`config.mk`:
```
export PLATFORM = sky130hd
export DESIGN_NAME = line_fill_unit_flat
export DESIGN_NICKNAME = d
export VERILOG_FILES = /design/src/rtl/line_fill_unit_if.sv /design/src/rtl/line_fill_unit.sv /design/src/flat_wrapper.sv
export SDC_FILE = /design/constraint.sdc
export NUM_CORES = 1
export LEC_CHECK = 0
export BUFFER_PORTS_ARGS = -buffer_cell sky130_fd_sc_hd__buf_2
export CORE_UTILIZATION = 50
export DETAILED_ROUTE_END_ITERATION = 8
export GPL_TIMING_DRIVEN = 0
export PLACE_DENSITY_LB_ADDON = 0.12
export SLEW_MARGIN = 20
export SYNTH_ARGS = -nofsm -noshare
export SYNTH_HDL_FRONTEND = slang
export SYNTH_SLANG_ARGS = --single-unit
```
`constraint.sdc`:
```
create_clock -name clk_i -period 2.5 [get_ports clk_i]
set_input_delay 0.125 -clock clk_i [delete_from_list [all_inputs] [get_ports clk_i]]
set_output_delay 0.125 -clock clk_i [all_outputs]
set_load 0.01 [all_outputs]
```
`src/rtl/line_fill_unit_if.sv`:
```
// Bundles the cache refill port and the word-wide memory bus of the line fill unit.
// The master side is the fill unit; the slave side is the cache and memory environment.
interface line_fill_unit_if #(
    parameter int LineSize = 128
);
    logic [31:0]         mem_addr_i;
    logic                mem_read_en_i;
    logic                mem_read_valid_o;
    logic [LineSize-1:0] mem_read_data_o;
    logic                word_req_o;
    logic [31:0]         word_addr_o;
    logic                word_gnt_i;
    logic                word_rvalid_i;
    logic [31:0]         word_rdata_i;

    modport master (
        input  mem_addr_i, mem_read_en_i, word_gnt_i, word_rvalid_i, word_rdata_i,
        output mem_read_valid_o, mem_read_data_o, word_req_o, word_addr_o
    );

    modport slave (
        output mem_addr_i, mem_read_en_i, word_gnt_i, word_rvalid_i, word_rdata_i,
        input  mem_read_valid_o, mem_read_data_o, word_req_o, word_addr_o
    );
endinterface

```
`src/rtl/line_fill_unit.sv`:
```
// Refills one cache line as NrWords sequential 32-bit reads, at most one in flight,
// and returns the assembled line with a one-cycle valid pulse. Withdrawn or retargeted
// requests abort after draining any granted beat.
module line_fill_unit #(
    parameter  int ByteOffsetBits = 4,
    localparam int NrWords        = (2**ByteOffsetBits) / 4,
    localparam int LineSize       = 32 * NrWords,
    localparam int BeatW          = (NrWords > 1) ? $clog2(NrWords) : 1
) (
    input logic              clk_i,
    input logic              rstn_i,
    line_fill_unit_if.master bus
);
    localparam logic [31:0] OffMask = 32'((64'd1 << ByteOffsetBits) - 64'd1);

    typedef enum logic [1:0] {
        IDLE      = 2'd0,
        REQ       = 2'd1,
        WAIT_DATA = 2'd2,
        DONE      = 2'd3
    } state_t;

    state_t                  r_state;
    state_t                  w_state_nxt;
    logic [31:0]             r_base;
    logic [BeatW-1:0]        r_beat;
    logic                    r_abort;
    logic [NrWords-1:0][31:0] r_data;

    logic w_start;
    logic w_beat_inc;
    logic w_data_we;
    logic w_abort_now;
    logic w_abort;
    logic w_last;

    assign w_abort_now = !bus.mem_read_en_i || ((bus.mem_addr_i & ~OffMask) != r_base);
    assign w_abort     = r_abort || w_abort_now;
    assign w_last      = (r_beat == BeatW'(NrWords - 1));

    always_ff @(posedge clk_i or negedge rstn_i) begin
        if (!rstn_i) r_state <= IDLE;
        else         r_state <= w_state_nxt;
    end

    // A granted beat is never abandoned: WAIT_DATA only leaves on rvalid, even when aborted.
    always_comb begin
        w_state_nxt = r_state;
        w_start     = 1'b0;
        w_beat_inc  = 1'b0;
        w_data_we   = 1'b0;
        case (r_state)
            IDLE: begin
                if (bus.mem_read_en_i) begin
                    w_start     = 1'b1;
                    w_state_nxt = REQ;
                end
            end
            REQ: begin
                if (bus.word_gnt_i) w_state_nxt = WAIT_DATA;
                else if (w_abort)   w_state_nxt = IDLE;
            end
            WAIT_DATA: begin
                if (bus.word_rvalid_i) begin
                    w_data_we = 1'b1;
                    if (w_abort)     w_state_nxt = IDLE;
                    else if (w_last) w_state_nxt = DONE;
                    else begin
                        w_beat_inc  = 1'b1;
                        w_state_nxt = REQ;
                    end
                end
            end
            DONE:    w_state_nxt = IDLE;
            default: w_state_nxt = IDLE;
        endcase
    end

    always_ff @(posedge clk_i or negedge rstn_i) begin
        if (!rstn_i) begin
            r_base  <= '0;
            r_beat  <= '0;
            r_abort <= 1'b0;
            r_data  <= '0;
        end else begin
            if (w_start) begin
                r_base  <= bus.mem_addr_i & ~OffMask;
                r_beat  <= '0;
                r_abort <= 1'b0;
            end else if (r_state == REQ || r_state == WAIT_DATA) begin
                r_abort <= w_abort;
            end
            if (w_beat_inc) r_beat <= r_beat + 1'b1;
            if (w_data_we)  r_data[r_beat] <= bus.word_rdata_i;
        end
    end

    assign bus.word_req_o       = (r_state == REQ);
    assign bus.word_addr_o      = (r_state == REQ) ? (r_base + (32'(r_beat) << 2)) : '0;
    assign bus.mem_read_valid_o = (r_state == DONE);
    assign bus.mem_read_data_o  = r_data;
endmodule

```
`src/flat_wrapper.sv`:
```
// flat-port wrapper written by rule: the top's interface ports become plain ports
module line_fill_unit_flat 
#(
    parameter  int ByteOffsetBits = 4,
    localparam int NrWords        = (2**ByteOffsetBits) / 4,
    localparam int LineSize       = 32 * NrWords,
    localparam int BeatW          = (NrWords > 1) ? $clog2(NrWords) : 1
)
  (clk_i, rstn_i, bus_mem_addr_i, bus_mem_read_en_i, bus_word_gnt_i, bus_word_rvalid_i, bus_word_rdata_i, bus_mem_read_valid_o, bus_mem_read_data_o, bus_word_req_o, bus_word_addr_o);
  line_fill_unit_if #(.LineSize(128)) bus_i ();
  input logic clk_i;
  input logic rstn_i;
  input wire logic [$bits(bus_i.mem_addr_i)-1:0] bus_mem_addr_i;
  input wire logic [$bits(bus_i.mem_read_en_i)-1:0] bus_mem_read_en_i;
  input wire logic [$bits(bus_i.word_gnt_i)-1:0] bus_word_gnt_i;
  input wire logic [$bits(bus_i.word_rvalid_i)-1:0] bus_word_rvalid_i;
  input wire logic [$bits(bus_i.word_rdata_i)-1:0] bus_word_rdata_i;
  output wire logic [$bits(bus_i.mem_read_valid_o)-1:0] bus_mem_read_valid_o;
  output wire logic [$bits(bus_i.mem_read_data_o)-1:0] bus_mem_read_data_o;
  output wire logic [$bits(bus_i.word_req_o)-1:0] bus_word_req_o;
  output wire logic [$bits(bus_i.word_addr_o)-1:0] bus_word_addr_o;
  assign bus_i.mem_addr_i = bus_mem_addr_i;
  assign bus_i.mem_read_en_i = bus_mem_read_en_i;
  assign bus_i.word_gnt_i = bus_word_gnt_i;
  assign bus_i.word_rvalid_i = bus_word_rvalid_i;
  assign bus_i.word_rdata_i = bus_word_rdata_i;
  assign bus_mem_read_valid_o = bus_i.mem_read_valid_o;
  assign bus_mem_read_data_o = bus_i.mem_read_data_o;
  assign bus_word_req_o = bus_i.word_req_o;
  assign bus_word_addr_o = bus_i.word_addr_o;
  line_fill_unit #(.ByteOffsetBits(ByteOffsetBits)) u_core (.clk_i(clk_i), .rstn_i(rstn_i), .bus(bus_i));
endmodule
```
==> results of run 1 <==
kinds of logic after synthesis:
family / synth area share [%]
compound gates: 0.782
xor+xnor: 3.52
fa+ha+maj: 1.68
buf+inv: 1.68
flops: 59.9
mux: 26.5
other cells: 0.0558
simple gates: 5.90
cell usage in the layout (no fill, tap or decap), types with 2 or more instances in the layout:
master         Yosys  routed
nor4_2             4       4
mux2_2           156     156
nand2_1            7       7
bufinv_16          0       4
clkinv_2           0       2
buf_2              0     223
conb_1             1       2
clkinvlp_4         0       2
nand3_1            4       4
buf_1              8       8
xor2_1            27      27
nor2b_1            3       3
nor2_1             3       3
dlygate4sd3_1      0      61
nor3_1             3       3
nor4_1             3       3
clkbuf_1          11      13
clkbuf_8           0       3
and2_1            30      30
inv_1              7       7
buf_4              2       2
dfrtp_1          161     161
ha_1               9       9
clkbuf_16          0      17
metal layers:
layer	share of wire (%)	vias up	wire length, um
met1	41	2338	6500
li1	-	2183	-
met3	5.7	21	907
met5	0	-	0
met2	52	159	8260
met4	2.0	0	327
cell type report:
| type | instances | area (sq um) | area share, % |
|---|---|---|---|
| inverter | 7 | 26.3 | 0.281 |
| sequential | 161 | 4030 | 43.1 |
| clock inverter | 9 | 154 | 1.65 |
| clock buffer | 22 | 474 | 5.08 |
| multi-input combinational | 264 | 2580 | 27.7 |
| buffer | 21 | 86.3 | 0.925 |
| tap | 172 | 215 | 2.30 |
| timing repair buffer | 286 | 1770 | 18.9 |
sequential cells by signal, summed over array words and instances, names as in the netlist:
name,count
u_core.r_beat,2
u_core.r_base,28
u_core.r_abort,1
u_core.r_state,2
u_core.bus.mem_read_data_o,128
per-stage QoR:
stage                     utilization, %  area [sq um]  power [mW]  worst slack (ns)  instances
after floorplan                        -          6730        5.32             0.692        453
after global placement              62.6          8060        6.36            -0.970        849
after detailed placement            62.9          8100        6.49             0.204        850
after CTS                           72.5          9340        9.33             0.189        942
after global routing                72.5          9340        9.74            0.0791        942
final                               72.5          9340        9.27             0.224        942
power by group through the flow:
stage | clock, mW | sequential (mW) | combinational (mW)
after global routing | 2.91 | 3.75 | 3.08
after floorplan | 0 | 3.83 | 1.49
final | 2.75 | 3.67 | 2.85
after global placement | 0 | 3.65 | 2.71
after detailed placement | 0 | 3.70 | 2.79
after CTS | 2.79 | 3.66 | 2.88
worst max-delay path: stages, from the launching register on:
cell and delay, ns:
dfrtp_1 0.39, inv_1 0.11, ha_1 0.21, clkbuf_1 0.19, nand3_1 0.27, clkbuf_1 0.56, mux2_2 0.42
synth_stat cells:
| library cell | number |
|---|---|
| mux2_2 | 156 |
| buf_1 | 8 |
| nand3_1 | 4 |
| nor4_1 | 3 |
| and2_1 | 30 |
| o31a_1 | 1 |
| mux2_1 | 1 |
| clkbuf_1 | 11 |
| o22ai_1 | 1 |
| ha_1 | 9 |
| conb_1 | 1 |
| o21ai_0 | 1 |
| a21oi_1 | 1 |
| a211o_1 | 1 |
| dfrtp_1 | 161 |
| o32ai_1 | 1 |
| inv_1 | 7 |
| nand2_1 | 7 |
| nor3_1 | 3 |
| xor2_1 | 27 |
| nor2_1 | 3 |
| nand4_2 | 1 |
| o32a_1 | 1 |
| mux2i_1 | 1 |
| nand4_1 | 1 |
| nor4b_1 | 1 |
| nor4_4 | 1 |
| nor4_2 | 4 |
| buf_4 | 2 |
| nor2b_1 | 3 |
worst max path at each step:
stage / startpoint / endpoint / slack, ns / cells after the start
floorplan: u_core.r_state[0] / u_core.bus.mem_read_data_o[107] / 0.69 / 6
global placement: rstn_i / u_core.bus.mem_read_data_o[72] / -0.97 / 1
detailed placement: u_core.r_state[0] / u_core.bus.mem_read_data_o[46] / 0.20 / 6
CTS: u_core.r_state[0] / u_core.bus.mem_read_data_o[46] / 0.19 / 6
global route: u_core.r_state[0] / u_core.bus.mem_read_data_o[126] / 0.08 / 6
finish: u_core.r_state[0] / u_core.bus.mem_read_data_o[95] / 0.22 / 6
timing repair:
| action | CTS | global route |
|---|---|---|
| endpoints found under the setup margin | 0 | 0 |
| buffers inserted | 0 | 0 |
| hold buffers | 61 | 0 |
| hold endpoints to repair | 227 | 0 |
==> flow_metrics.tcl, run 1 <==
set metrics [dict create \
    syn_avg_cell_area_sq_um 14.9 \
    power.share.clock_pct 29.7 \
    grt_max_degree 86 \
    crit_type "register to register" \
    yosys.area.top_type "dfrtp_1" \
    holdPathEnd "u_core.r_state[1]" \
    post_drt_wl_per_cell_um 17.0 \
    p_leak_nw 4.96 \
    cts_tree "built" \
    hpwl_mm 11.0 \
    nets 836 \
    antenna_found_initial 0 \
    maxSlewHeadroom_pct 54.0 \
    post-route-period-util_pct 91.0 \
    drive_gt1_share_pct 54.3 \
    crit_fanout 10 \
    viasPerCell 4.99 \
    grt_overflow 0 \
    drt_iter0_markers 178 \
    required_ns 2.79 \
    slew_viol_final 0 \
    die-area_sq_um 13900 \
    final-setup-viol-count 0 \
    row_count 41 \
    cts_resized 0 \
    ys_top_cells_by_area "dfrtp_1, mux2_2, xor2_1, and2_1, ha_1" \
    cts.sinks 161 \
    drt_first_pass_iters 4 \
    dieHeight_um 118 \
    cts_buffers 17 \
    maxCapViolations 0 \
    synth.top_cell.area_share_pct 59.9 \
    ys_ff_latch 161 \
    syn-cell-area_sq_um 6720 \
    io_buffers 224 \
    clock.fmax_ghz 0.439 \
    peakVddDrop_mv 0.562 \
    ant_nets 0 \
    rsz0062_at_grt "no" \
    worstHoldStart "bus_word_gnt_i" \
    fillCellCount 905 \
    yosysUniqueCellTypes 30 \
    skew_ns 0.00648 \
    drt_wl_total_mm 16.0 \
    core_area_sq_um 12900 \
    insertion_delay_ns 0.42 \
    met1_usage_pct 28.0 \
    worstSetupStartpointType "register" \
    synthCells 452 \
    worst-slew-pin-transition_ns 0.690 \
    initial_core_util_pct 52.2 \
    whs_path_depth 4 \
    synth_warnings 0 \
    min_period_ns 2.28 \
    grt_usage_pct 24.1 \
    r2r_setup_slack_ns 0.22 \
    drc 0 \
    grt_use_met3_pct 6.78 \
    met2_usage_pct 41.8 \
    switching_power_mw 2.82 \
    syn2layout_area_growth_pct 38.9 \
    comb_power_share_pct 30.8 \
    p_sw_share_pct 30.4 \
    die_width_um 118 \
    antenna_cells 0 \
    grt_pass1_wl_mm 25.9 \
    ys_seq_area_share_pct 59.9 \
    worstPathArrival_ns 2.57 \
    hold_class "primary input to register" \
    p_int_mw 6.45 \
    outcome "finished, final reports clean" \
    r2r-start "u_core.r_state[0]" \
    worst_setup_path_end_kind "register" \
    cts_buffer_depth 2 \
    clockRootBuffer "clkbuf_16" \
    busiest_layer "met2" \
    finalSetupTns_ns 0 \
    clk_pin_slew_ns 0.06 \
    r2r-end "u_core.bus.mem_read_data_o[95]" \
    p_per_area_nw_per_um2 993 \
    gp_congestion 0.770 \
    final_hold_viol_count 0 \
    cts-htree-levels 4 \
    via_count 4701 \
    seq_power_share_pct 39.6 \
    ff2ff_path_depth 6 \
    grt_pass1_vias 5048 \
    io-pin-count 231 \
    fin_hold_ws_ns 0.130 \
]
No activity file was read; power rests on OpenSTA's default activity.
==> inputs of run 2 (changes only) <==
--- a/config.mk
+++ b/config.mk
@@ -9,7 +9,7 @@
 export CORE_UTILIZATION = 50
 export DETAILED_ROUTE_END_ITERATION = 8
 export GPL_TIMING_DRIVEN = 0
-export PLACE_DENSITY_LB_ADDON = 0.12
+export PLACE_DENSITY_LB_ADDON = 0.25
 export SLEW_MARGIN = 20
 export SYNTH_ARGS = -nofsm -noshare
 export SYNTH_HDL_FRONTEND = slang
==> run 2 against run 1 <==
  * Global-route usage grew 0.44 points
  * Power is 2.8% lower
  * Maximum frequency down 1.7%
  * Largest cell class unchanged
  * Clock skew up 0.0011 ns
  * Clock-buffer cell count is 5 lower
  * Routed wire length is 1.5% higher
  * Non-clock buffer count unchanged
  * Core utilization down 0.49 points
  * Combinational power hardly changed
==> flow_metrics.tcl, run 2 (synthesized netlist as in run 1, its figures left out) <==
set metrics [dict create \
    gp_congestion 0.747 \
    final_cell_mix "buf_2, dfrtp_1, mux2_2" \
    holdPathEnd "u_core.r_beat[1]" \
    grt_pass1_vias 5166 \
    p_per_area_nw_per_um2 971 \
    layout_commonest_cell "buf_2" \
    final_hold_viol_count 0 \
    whs_path_depth 3 \
    required_ns 2.81 \
    cts_buffer_depth 2 \
    crit_chain "inv_1 -> ha_1 -> clkbuf_1 -> nand3_1 -> buf_1 -> mux2_2" \
    multiInputGateArea_sq_um 2580 \
    slowest_delay_ns 0.61 \
    fillCellCount 879 \
    io_buffers 224 \
    grt_overflow 0 \
    io-pin-count 231 \
    peakVddDrop_mv 0.537 \
    grt_usage_pct 24.5 \
    hold_class "primary input to register" \
    r2r_setup_slack_ns 0.18 \
    timing.critical_path.buf_inv 3 \
    worst-slew-pin-transition_ns 0.749 \
    cts-htree-levels 4 \
    r2r-start "u_core.r_state[0]" \
    largest_register_ffs 128 \
    dp_cells 850 \
    postCtsSetupBuffers 0 \
    timing.critical_path.slowest_stage_cell "buf_1" \
    dieHeight_um 118 \
    grt_max_degree 82 \
    ff2ff_path_depth 6 \
    antenna_cells 0 \
    via_count 4781 \
    core_area_sq_um 12900 \
    finalNonFillerCells 943 \
    cts_tree "built" \
    drc 0 \
    worstHoldStart "bus_mem_read_en_i" \
    die-area_sq_um 13900 \
    drt_first_pass_iters 4 \
    post_drt_wl_per_cell_um 17.2 \
    min_period_ns 2.32 \
    cts_resized 0 \
    row_count 41 \
    worstSetupStartpointType "register" \
    antenna_found_initial 0 \
    cts.sinks 161 \
    skew_ns 0.00755 \
    worstPathArrival_ns 2.63 \
    insertion_delay_ns 0.43 \
    drt_iter0_markers 166 \
    ctsHoldBuffers 61 \
    post-route-period-util_pct 92.6 \
    die_width_um 118 \
    viasPerCell 5.07 \
    hpwl_mm 11.0 \
    clockRootBuffer "clkbuf_16" \
    crit_fanout 10 \
    crit_type "register to register" \
    rsz0062_at_grt "no" \
    cts_buffers 17 \
    worst_setup_path_end_kind "register" \
    crit_family "buffers and inverters" \
    regArea_sq_um 4030 \
    finalSetupTns_ns 0 \
    p_leak_nw 4.94 \
    outcome "finished, final reports clean" \
    syn2layout_area_growth_pct 38.0 \
    clk_pin_slew_ns 0.07 \
    initial_core_util_pct 52.2 \
    r2r-end "u_core.bus.mem_read_data_o[69]" \
    ant_nets 0 \
    drive_gt1_share_pct 54.6 \
    clock.fmax_ghz 0.432 \
    slew_viol_final 0 \
    grt_pass1_wl_mm 26.3 \
    final-setup-viol-count 0 \
    maxCapViolations 0 \
    drt_wl_total_mm 16.2 \
    maxSlewHeadroom_pct 50.1 \
    nets 836 \
]
[run 2: changes by cell type in the layout (fill, tap and decap cells not counted), sizes merged]
cell / before / now
clkinv: 2 / 5
clkinvlp: 2 / 0
clkbuf: 33 / 28
inv: 8 / 17
bufinv: 4 / 0
[run 2: worst max-delay path by stage]
stage	start	cells after the start	slack, ns	endpoint
after floorplan	u_core.r_state[0]	6	0.69	u_core.bus.mem_read_data_o[107]
after global placement	rstn_i	1	-0.94	u_core.bus.mem_read_data_o[89]
after detailed placement	u_core.r_state[0]	6	0.18	u_core.bus.mem_read_data_o[106]
after CTS	u_core.r_state[0]	6	0.18	u_core.bus.mem_read_data_o[13]
after global routing	u_core.r_state[0]	6	0.05	u_core.bus.mem_read_data_o[13]
final	u_core.r_state[0]	6	0.18	u_core.bus.mem_read_data_o[69]
[run 2: power breakdown]
part,leakage (nW),switching (mW),internal (mW)
logic,2.56,1.41,1.44
clock network,0.281,1.15,1.32
registers,2.10,0.431,3.26
total,4.94,2.99,6.02
[run 2: metrics by stage]
stage / total power, mW / util, % / setup WS, ns / hold slack (ns) / area (sq um)
CTS: 9.05 / 72.0 / 0.184 / 0.112 / 9280
detailed placement: 6.49 / 62.9 / 0.180 / 0.144 / 8100
global route: 9.47 / 72.0 / 0.0453 / 0.145 / 9280
global placement: 6.34 / 62.6 / -0.938 / 0.383 / 8060
floorplan: 5.32 / - / 0.692 / -0.171 / 6730
finish: 9.01 / 72.0 / 0.184 / 0.125 / 9280
[run 2: final cells by class]
class | count | area share [%]
buffer | 21 | 0.931
sequential | 161 | 43.4
multi-input combinational | 264 | 27.9
clock buffer | 17 | 4.59
timing repair buffer | 286 | 19.1
tap | 172 | 2.32
inverter | 7 | 0.283
clock inverter | 15 | 1.51
[run 2: worst register-to-register path: cells and delay by family, from the launching register on]
family        cells  cell delay, ns
fa+ha+maj         1            0.21
buf+inv           3            0.90
flops             1            0.40
mux               1            0.42
simple gates      1            0.27
[run 2: layer usage]
layer | GRT usage, % | wire length [um] | share of wire [%]
met5 | 0 | 0 | 0
met4 | 8.81 | 252 | 1.6
met3 | 7.46 | 1030 | 6.4
met2 | 42.4 | 8300 | 51
met1 | 28.6 | 6650 | 41
